[src/rtl/chunked_serial_addsub.sv]
// ---------------------------------------------------------------------------
// chunked_serial_addsub
//
// Multi-cycle adder/subtractor. It processes a WIDTH-bit operation CHUNK bits
// per clock and keeps the carry in a register between chunks. It also reports
// carry/borrow, signed overflow and zero. Valid/ready handshakes are provided
// on both the operand side and the result side. Only one operation is in
// flight at a time.
//
// WIDTH must be an integer multiple of CHUNK, and 1 <= CHUNK <= WIDTH.
//
// Ports:
//   clk        single clock; all state changes on the rising edge
//   reset      synchronous, active-high reset
//   in_valid   a, b, sub and cin are valid this cycle
//   in_ready   block can accept an operation (state == IDLE)
//   a, b       operands, WIDTH bits
//   sub        0 = A + B + cin, 1 = A - B - cin
//   cin        carry-in for add, borrow-in for subtract
//   out_valid  y and the flags are valid (state == DONE)
//   out_ready  consumer takes the result this cycle
//   y          result, modulo 2^WIDTH
//   cout       carry out of the MSB; for subtract, 1 = no borrow
//   ovf        signed two's-complement overflow
//   zero       y == 0
// ---------------------------------------------------------------------------
module chunked_serial_addsub #(
    parameter int WIDTH = 16,
    parameter int CHUNK = 4
) (
    input  logic             clk,
    input  logic             reset,
    input  logic             in_valid,
    output logic             in_ready,
    input  logic [WIDTH-1:0] a,
    input  logic [WIDTH-1:0] b,
    input  logic             sub,
    input  logic             cin,
    output logic             out_valid,
    input  logic             out_ready,
    output logic [WIDTH-1:0] y,
    output logic             cout,
    output logic             ovf,
    output logic             zero
);

    localparam int NCHUNK = WIDTH / CHUNK;
    localparam int CNT_W  = (NCHUNK > 1) ? $clog2(NCHUNK) : 1;
    localparam logic [CNT_W-1:0] LAST_CHUNK = CNT_W'(NCHUNK - 1);

    typedef enum logic [1:0] {
        IDLE = 2'd0,
        RUN  = 2'd1,
        DONE = 2'd2
    } state_t;

    state_t           state_q, state_d;
    logic [CNT_W-1:0] cnt_q, cnt_d;
    logic             carry_q, carry_d;
    logic [WIDTH-1:0] a_q, a_d;
    logic [WIDTH-1:0] b_q, b_d;        // holds b, or ~b when subtracting
    logic [WIDTH-1:0] y_q, y_d;
    logic             cout_q, cout_d;
    logic             ovf_q, ovf_d;
    logic             zero_q, zero_d;

    // Datapath for the chunk selected by the counter.
    int               base;
    logic [CHUNK-1:0] a_chunk;
    logic [CHUNK-1:0] b_chunk;
    logic [CHUNK:0]   sum;
    logic             msb_cin;

    always_comb begin
        base    = int'(cnt_q) * CHUNK;
        a_chunk = a_q[base +: CHUNK];
        b_chunk = b_q[base +: CHUNK];
        sum     = {1'b0, a_chunk} + {1'b0, b_chunk} + {{CHUNK{1'b0}}, carry_q};
        // The carry into the top bit of the chunk is recovered from that
        // bit's sum. On the last chunk this is the carry into the word MSB.
        msb_cin = a_chunk[CHUNK-1] ^ b_chunk[CHUNK-1] ^ sum[CHUNK-1];
    end

    // NOTE: every signal written here gets a default first, so no path can infer a latch.
    always_comb begin
        state_d = state_q;
        cnt_d   = cnt_q;
        carry_d = carry_q;
        a_d     = a_q;
        b_d     = b_q;
        y_d     = y_q;
        cout_d  = cout_q;
        ovf_d   = ovf_q;
        zero_d  = zero_q;

        unique case (state_q)
            IDLE: begin
                if (in_valid) begin
                    a_d     = a;
                    // Subtract is A + ~B + 1. A borrow-in removes the +1.
                    b_d     = sub ? ~b : b;
                    carry_d = cin ^ sub;
                    cnt_d   = '0;
                    state_d = RUN;
                end
            end
            RUN: begin
                y_d[base +: CHUNK] = sum[CHUNK-1:0];
                carry_d            = sum[CHUNK];
                if (cnt_q == LAST_CHUNK) begin
                    cout_d  = sum[CHUNK];
                    ovf_d   = msb_cin ^ sum[CHUNK];
                    // y_d already holds the chunk being written this cycle.
                    zero_d  = (y_d == '0);
                    cnt_d   = '0;
                    state_d = DONE;
                end else begin
                    cnt_d = cnt_q + CNT_W'(1);
                end
            end
            DONE: begin
                if (out_ready) begin
                    state_d = IDLE;
                end
            end
            default: begin
                state_d = IDLE;
            end
        endcase
    end

    // NOTE: sequential state uses non-blocking assignments only, so every flop samples pre-edge values.
    always_ff @(posedge clk) begin
        if (reset) begin
            state_q <= IDLE;
            cnt_q   <= '0;
            carry_q <= 1'b0;
            y_q     <= '0;
            cout_q  <= 1'b0;
            ovf_q   <= 1'b0;
            zero_q  <= 1'b0;
        end else begin
            state_q <= state_d;
            cnt_q   <= cnt_d;
            carry_q <= carry_d;
            y_q     <= y_d;
            cout_q  <= cout_d;
            ovf_q   <= ovf_d;
            zero_q  <= zero_d;
        end
    end

    // NOTE: the operand registers have no reset. Every operation loads them on accept, before RUN reads them.
    always_ff @(posedge clk) begin
        a_q <= a_d;
        b_q <= b_d;
    end

    assign in_ready  = (state_q == IDLE);
    assign out_valid = (state_q == DONE);
    assign y         = y_q;
    assign cout      = cout_q;
    assign ovf       = ovf_q;
    assign zero      = zero_q;

endmodule

[config.mk]
export PLATFORM = sky130hd
export DESIGN_NAME = chunked_serial_addsub
export DESIGN_NICKNAME = d
export VERILOG_FILES = /design/src/rtl/chunked_serial_addsub.sv
export SDC_FILE = /design/constraint.sdc
export NUM_CORES = 1
export LEC_CHECK = 0
export BUFFER_PORTS_ARGS = -buffer_cell sky130_fd_sc_hd__clkbuf_2
export CORE_UTILIZATION = 45
export DETAILED_ROUTE_END_ITERATION = 10
export HOLD_SLACK_MARGIN = 0.1
export PLACE_DENSITY = 0.78
export SYNTH_ARGS = -nofsm -noshare
export SYNTH_HDL_FRONTEND = slang
export SYNTH_SLANG_ARGS = --single-unit
[constraint.sdc]
create_clock -name clk -period 3.99 [get_ports clk]
set_clock_uncertainty 0.15 [all_clocks]
set_input_delay 0.798 -clock clk [delete_from_list [all_inputs] [get_ports clk]]
set_output_delay 0.798 -clock clk [all_outputs]
set_load 0.1 [all_outputs]
# --- Word-level counts from Yosys, hierarchy flattened ---
# Cells that the tools add are included.
word_totals:
  regBits: 56
  input_bits: 38
  wordCells: 46
classes:
  n_addsub: 4
  eq_ne: 6
  shift: 4
  muxes: 11
  bitwise: 5
  reduce_logical: 7
op_table:
  columns: ["op", "count"]
  rows:
  - ["negation 4 -> 33 bit", 1]
  - ["variable shift 4 x 33 -> 16 bit, first input constant", 1]
  - ["indexed part select 4 x 33 -> 16 bit", 1]
  - ["indexed part select 16 x 5 -> 4 bit", 2]
  - ["bitwise mux 16 bit", 1]
  - ["logical NOT 16 bit", 1]
  - ["2-to-1 mux 16 bit", 1]
  - ["inverter 16 bit", 1]
  - ["2-to-1 mux 2 bit", 5]
  - ["one-hot mux 2 bit (3 select lines)", 1]
  - ["AND reduction 2 bit", 3]
  - ["adder 4 x 4 -> 5 bit", 1]
  - ["adder 5 x 1 -> 5 bit", 1]
  - ["== test 2 bit, second input constant", 2]
  - ["!= test 2 bit, second input constant", 2]
  - ["one-hot mux 2 bit (2 select lines)", 1]
  - ["XOR 1 bit", 4]
  - ["AND reduction 3 bit", 1]
  - ["adder 2 x 1 -> 2 bit, second input constant", 1]
  - ["== test 2 x 1 -> 1 bit, second input constant", 1]
  - ["logical NOT 2 bit", 1]
  - ["!= test 2 x 1 -> 1 bit, second input constant", 1]
  - ["one-hot mux 1 bit (2 select lines)", 1]
  - ["nonzero test 2 bit", 1]
  - ["2-to-1 mux 1 bit", 1]

# --- Logic depth before layout (Yosys ltp) ---
logic_depth:
  ltp_word: 6
  mapped_depth: 11
  depth_no_buf: 9

# --- Worst setup path before layout ---
# No wires, ideal clock.
synth_timing:
  path_type: "reg-to-reg"
  from: "reg state_q[0]"
  to: "reg a_q[0] (enable)"
  t_arrival_ps: 2707
  t_required_ps: 3453
  path_slack_ps: 746
  path_stages_with_launch: 4
  path_buffers: 0
  synth_period_minus_slack_ps: 3244
  path_cell_list: "dfxtp_1 -> nor2_1 -> nand2_1 -> inv_1"
synth_via:
  elab_chain_len: 2
synth_lines:
  columns: ["item", "line_no", "source"]
  rows:
  - ["from (decl)", "57", "state_t state_q, state_d;"]
  - ["from (signal assigned)", "143", "state_q <= state_d;"]
  - ["logical NOT 2 bit", null, null]
  - ["named net in_ready", "34", "output logic in_ready,"]
  - ["AND reduction 2 bit (no source line)", null, null]
  - ["to (signal assigned)", "155", "a_q <= a_d;"]
  - ["to (decl)", "60", "logic [WIDTH-1:0] a_q, a_d;"]
# The timed path passes the listed nets, and every way through them passes these cells.
# A chain may end at the register's enable or synchronous reset.

# --- Worst setup path in the final report ---
layout_timing:
  from: "reg cnt_q[0]"
  to: "reg zero_q, in the netlist zero"
layout_via:
  elab_chain_len: 6
  word_cells_on_any_way: 11
layout_lines:
  columns: ["item", "line_no", "source"]
  rows:
  - ["from (decl)", "58", "logic [CNT_W-1:0] cnt_q, cnt_d;"]
  - ["from (signal assigned)", "144", "cnt_q <= cnt_d;"]
  - ["indexed part select 16 x 5 -> 4 bit, on equally long branches", "76, 77", null]
  - ["adder 4 x 4 -> 5 bit", "78", "sum = {1'b0, a_chunk} + {1'b0, b_chunk} + {{CHUNK{1'b0}}, carry_q};"]
  - ["adder 5 x 1 -> 5 bit", "78", null]
  - ["indexed part select 4 x 33 -> 16 bit", "108", "y_d[base +: CHUNK] = sum[CHUNK-1:0];"]
  - ["bitwise mux 16 bit", "108", null]
  - ["logical NOT 16 bit", "114", "zero_d = (y_d == '0);"]
  - ["to (signal assigned)", "149", "zero_q <= zero_d;"]
  - ["to (decl)", "65", "logic zero_q, zero_d;"]
# Several ways; a longest one is shown, not always the timed one.

==> out/results.ini <==
[sta]
rsz0062_at_grt=no
setup_viol=0
maxSlewHeadroom_pct=24.09
fin_ws_ns=0.8605
fin_hold_ws_ns=0.3290
min_period_ns=3.130
period_share_pct=78.43
tns_ns=0
worst_pin_slew_ns=1.137
slew_viol_final=0
hold_violations=0
max_freq_mhz=319.5

[clock_tree]
cts-hold-fix-buffers=0
cts_tree=built
clock_sinks=56
cts_resized=0
numCtsBuffers=5
cts_buffer_depth=2
post-cts-setup-buffers=0
clock_latency_ns=0.31
root_buffer=clkbuf_8
cts_max_level=2
clk_pin_slew_ns=0.10

[cells_and_area]
layout-drive-gt1-share_pct=30.22
nets=326
synthToLayoutAreaGrowth_pct=15.37
final_cells=350
diodes=0

[logic_synthesis]
ys_types=46
synth_common_cells=32 x edfxtp_1, 24 x dfxtp_1, 24 x nor2_1
ys_seq_elements=56
synth_warnings=0
synth_nets=271
synth_edf_count=32
ys.flop_type=edfxtp_1
synth_top_area_cell=edfxtp_1
avgSynthCellArea_um2=12.10
ys_seq_area_share_pct=53.66
syn_area_um2=2686
synthCells=222
async_flop_share_pct=0
synth_top_area_share_pct=35.77
synth.area.top_cells=edfxtp_1 36%, dfxtp_1 18%, mux4_2 6.7%, xor2_1 5.5%, ha_1 4.2%
yosysMostFrequentCell=edfxtp_1

[worst_setup_path]
cp_slowest_cell=dfxtp_1
critPathTopFamily=compound AO/OA/AOI/OAI gates
cp-end-kind=flop
r2r-end=zero
regToRegSetupSlack_ns=0.86
cp_cell_sequence=buf_4, mux4_2, ha_1, a21o_1, a21oi_1, xnor2_1, o21a_1, o31ai_2
r2r_start=cnt_q[0]
critical_path_required_ns=4.05
crit_path_start_kind=flop
slowest_delay_ns=0.63
critPathArrivalTime_ns=3.19
critical_path.max_fanout=16
rr_worst_depth=8
cp.buffers_inverters=1
crit_type=reg -> reg

[routing]
wl_per_cell_um=14.24
totalWireLength_um=4983
route.vias.total=1857
drt_iter0_drc=129
first_pass_iters=4
drc=0
routed_via_density=5.306
ant_nets=0

[floorplanning]
initial_core_util_pct=47.62
core_area_um2=5642
num_rows=27
num_io_pins=59
dieArea_um2=6283
die_x_um=79.27
die-height_um=79.27

[global_routing]
grt_pass1_vias=1835
grt_pass1_wl_um=8466
grt_max_degree=33
antenna_found_initial=0
grt-ovfl-total=0
track_usage_pct=17.48

[placed_design]
hpwl_um=3743
place_inst=342
gp_congestion=0.8386
io_buffers=58
place_ws_ns=0.8790

[hold_path]
worstHoldStart=y[2]
holdPathStages=2
hp-class=reg -> reg
min_to=y[2]

[power]
ir_drop_mv=0.2152
power_density_nw_per_um2=408.0
p_leak_nw=1.230

[run]
cap_violations=0

[run_status]
status=completed

==> worst register-to-register path, delay by kind of cell, from the launching register on <==
kind	cells	cell delay (ns)
AO/OA/AOI/OAI	4	0.75
XOR/XNOR	1	0.34
multiplexers	1	0.54
buffers and inverters	1	0.32
adder cells (fa/ha/maj)	1	0.31
flip-flops	1	0.63
==> flip-flops by register name, indices dropped and copies added, names as in the netlist <==
register	flops
b_q	16
a_q	16
zero	1
state_q	2
cnt_q	2
ovf	1
carry_q	1
y	16
cout	1
==> cells in the final DEF, fill, tap and decap left out, drive strengths merged, types with 4 or more instances in the layout <==
master / n
edfxtp: 32
dfxtp: 24
nand2b: 4
nand2: 11
a21oi: 13
mux4: 8
xor2: 17
nor4: 4
inv: 10
nand3: 4
a22oi: 12
nor2: 25
ha: 9
clkbuf: 63
nor3: 4
==> area by class of cell <==
class / count / area [µm²]
Clock buffer: 5 / 68.82
Clock inverter: 3 / 22.52
Fill cell: 520 / 2542
Inverter: 9 / 33.78
Multi-Input combinational cell: 146 / 1145
Sequential cell: 56 / 1441
Tap cell: 72 / 90.09
Timing Repair Buffer: 59 / 297.8
==> power breakdown <==
| part | switching, mW | internal [mW] |
|---|---|---|
| Sequential | 0.0158 | 0.649 |
| Clock | 0.190 | 0.126 |
| Combinational | 0.182 | 0.101 |
| Total | 0.388 | 0.877 |
==> stage by stage <==
step / utilization, % / total power, mW / cell area (µm²)
floorplan: - / 0.8916 / 2686
global placement: 53.32 / 0.9568 / 3008
detailed placement: 53.32 / 0.9620 / 3008
CTS: 54.93 / 1.273 / 3099
global route: 54.93 / 1.326 / 3099
finish: 54.93 / 1.265 / 3099
==> worst max path at each step <==
stage          slack (ns)  startpoint  depth (start not counted)  endpoint
4_1_cts              0.84    cnt_q[0]                          8      zero
2_1_floorplan        0.75  state_q[0]                          3    a_q[0]
3_5_place_dp         0.88    cnt_q[0]                          8      zero
5_1_grt              0.70    cnt_q[0]                          8      zero
3_3_place_gp         0.97    cnt_q[0]                          8      zero
6_report             0.86    cnt_q[0]                          8      zero
==> per-layer routing <==
metal	vias to the layer above	wire length, µm	GRT usage [%]
li1	920	-	-
met1	875	2331	23.92
met2	56	2362	28.45
met3	6	237	3.448
met4	0	51	4.364
met5	-	0	0
==> kinds of logic (layout without fill, tap and decap cells) <==
family	after synthesis	after routing	share of synthesized area [%]
xor gates and xnor gates	20	20	6.521
muxes	9	9	7.080
buffers and inverters	20	76	3.726
and+or+nand+nor	66	66	13.14
adders and majority gates	11	11	5.682
DFF	56	56	53.66
AOI/OAI and AO/OA	40	40	10.20
No activity file was read; power rests on OpenSTA's default activity.
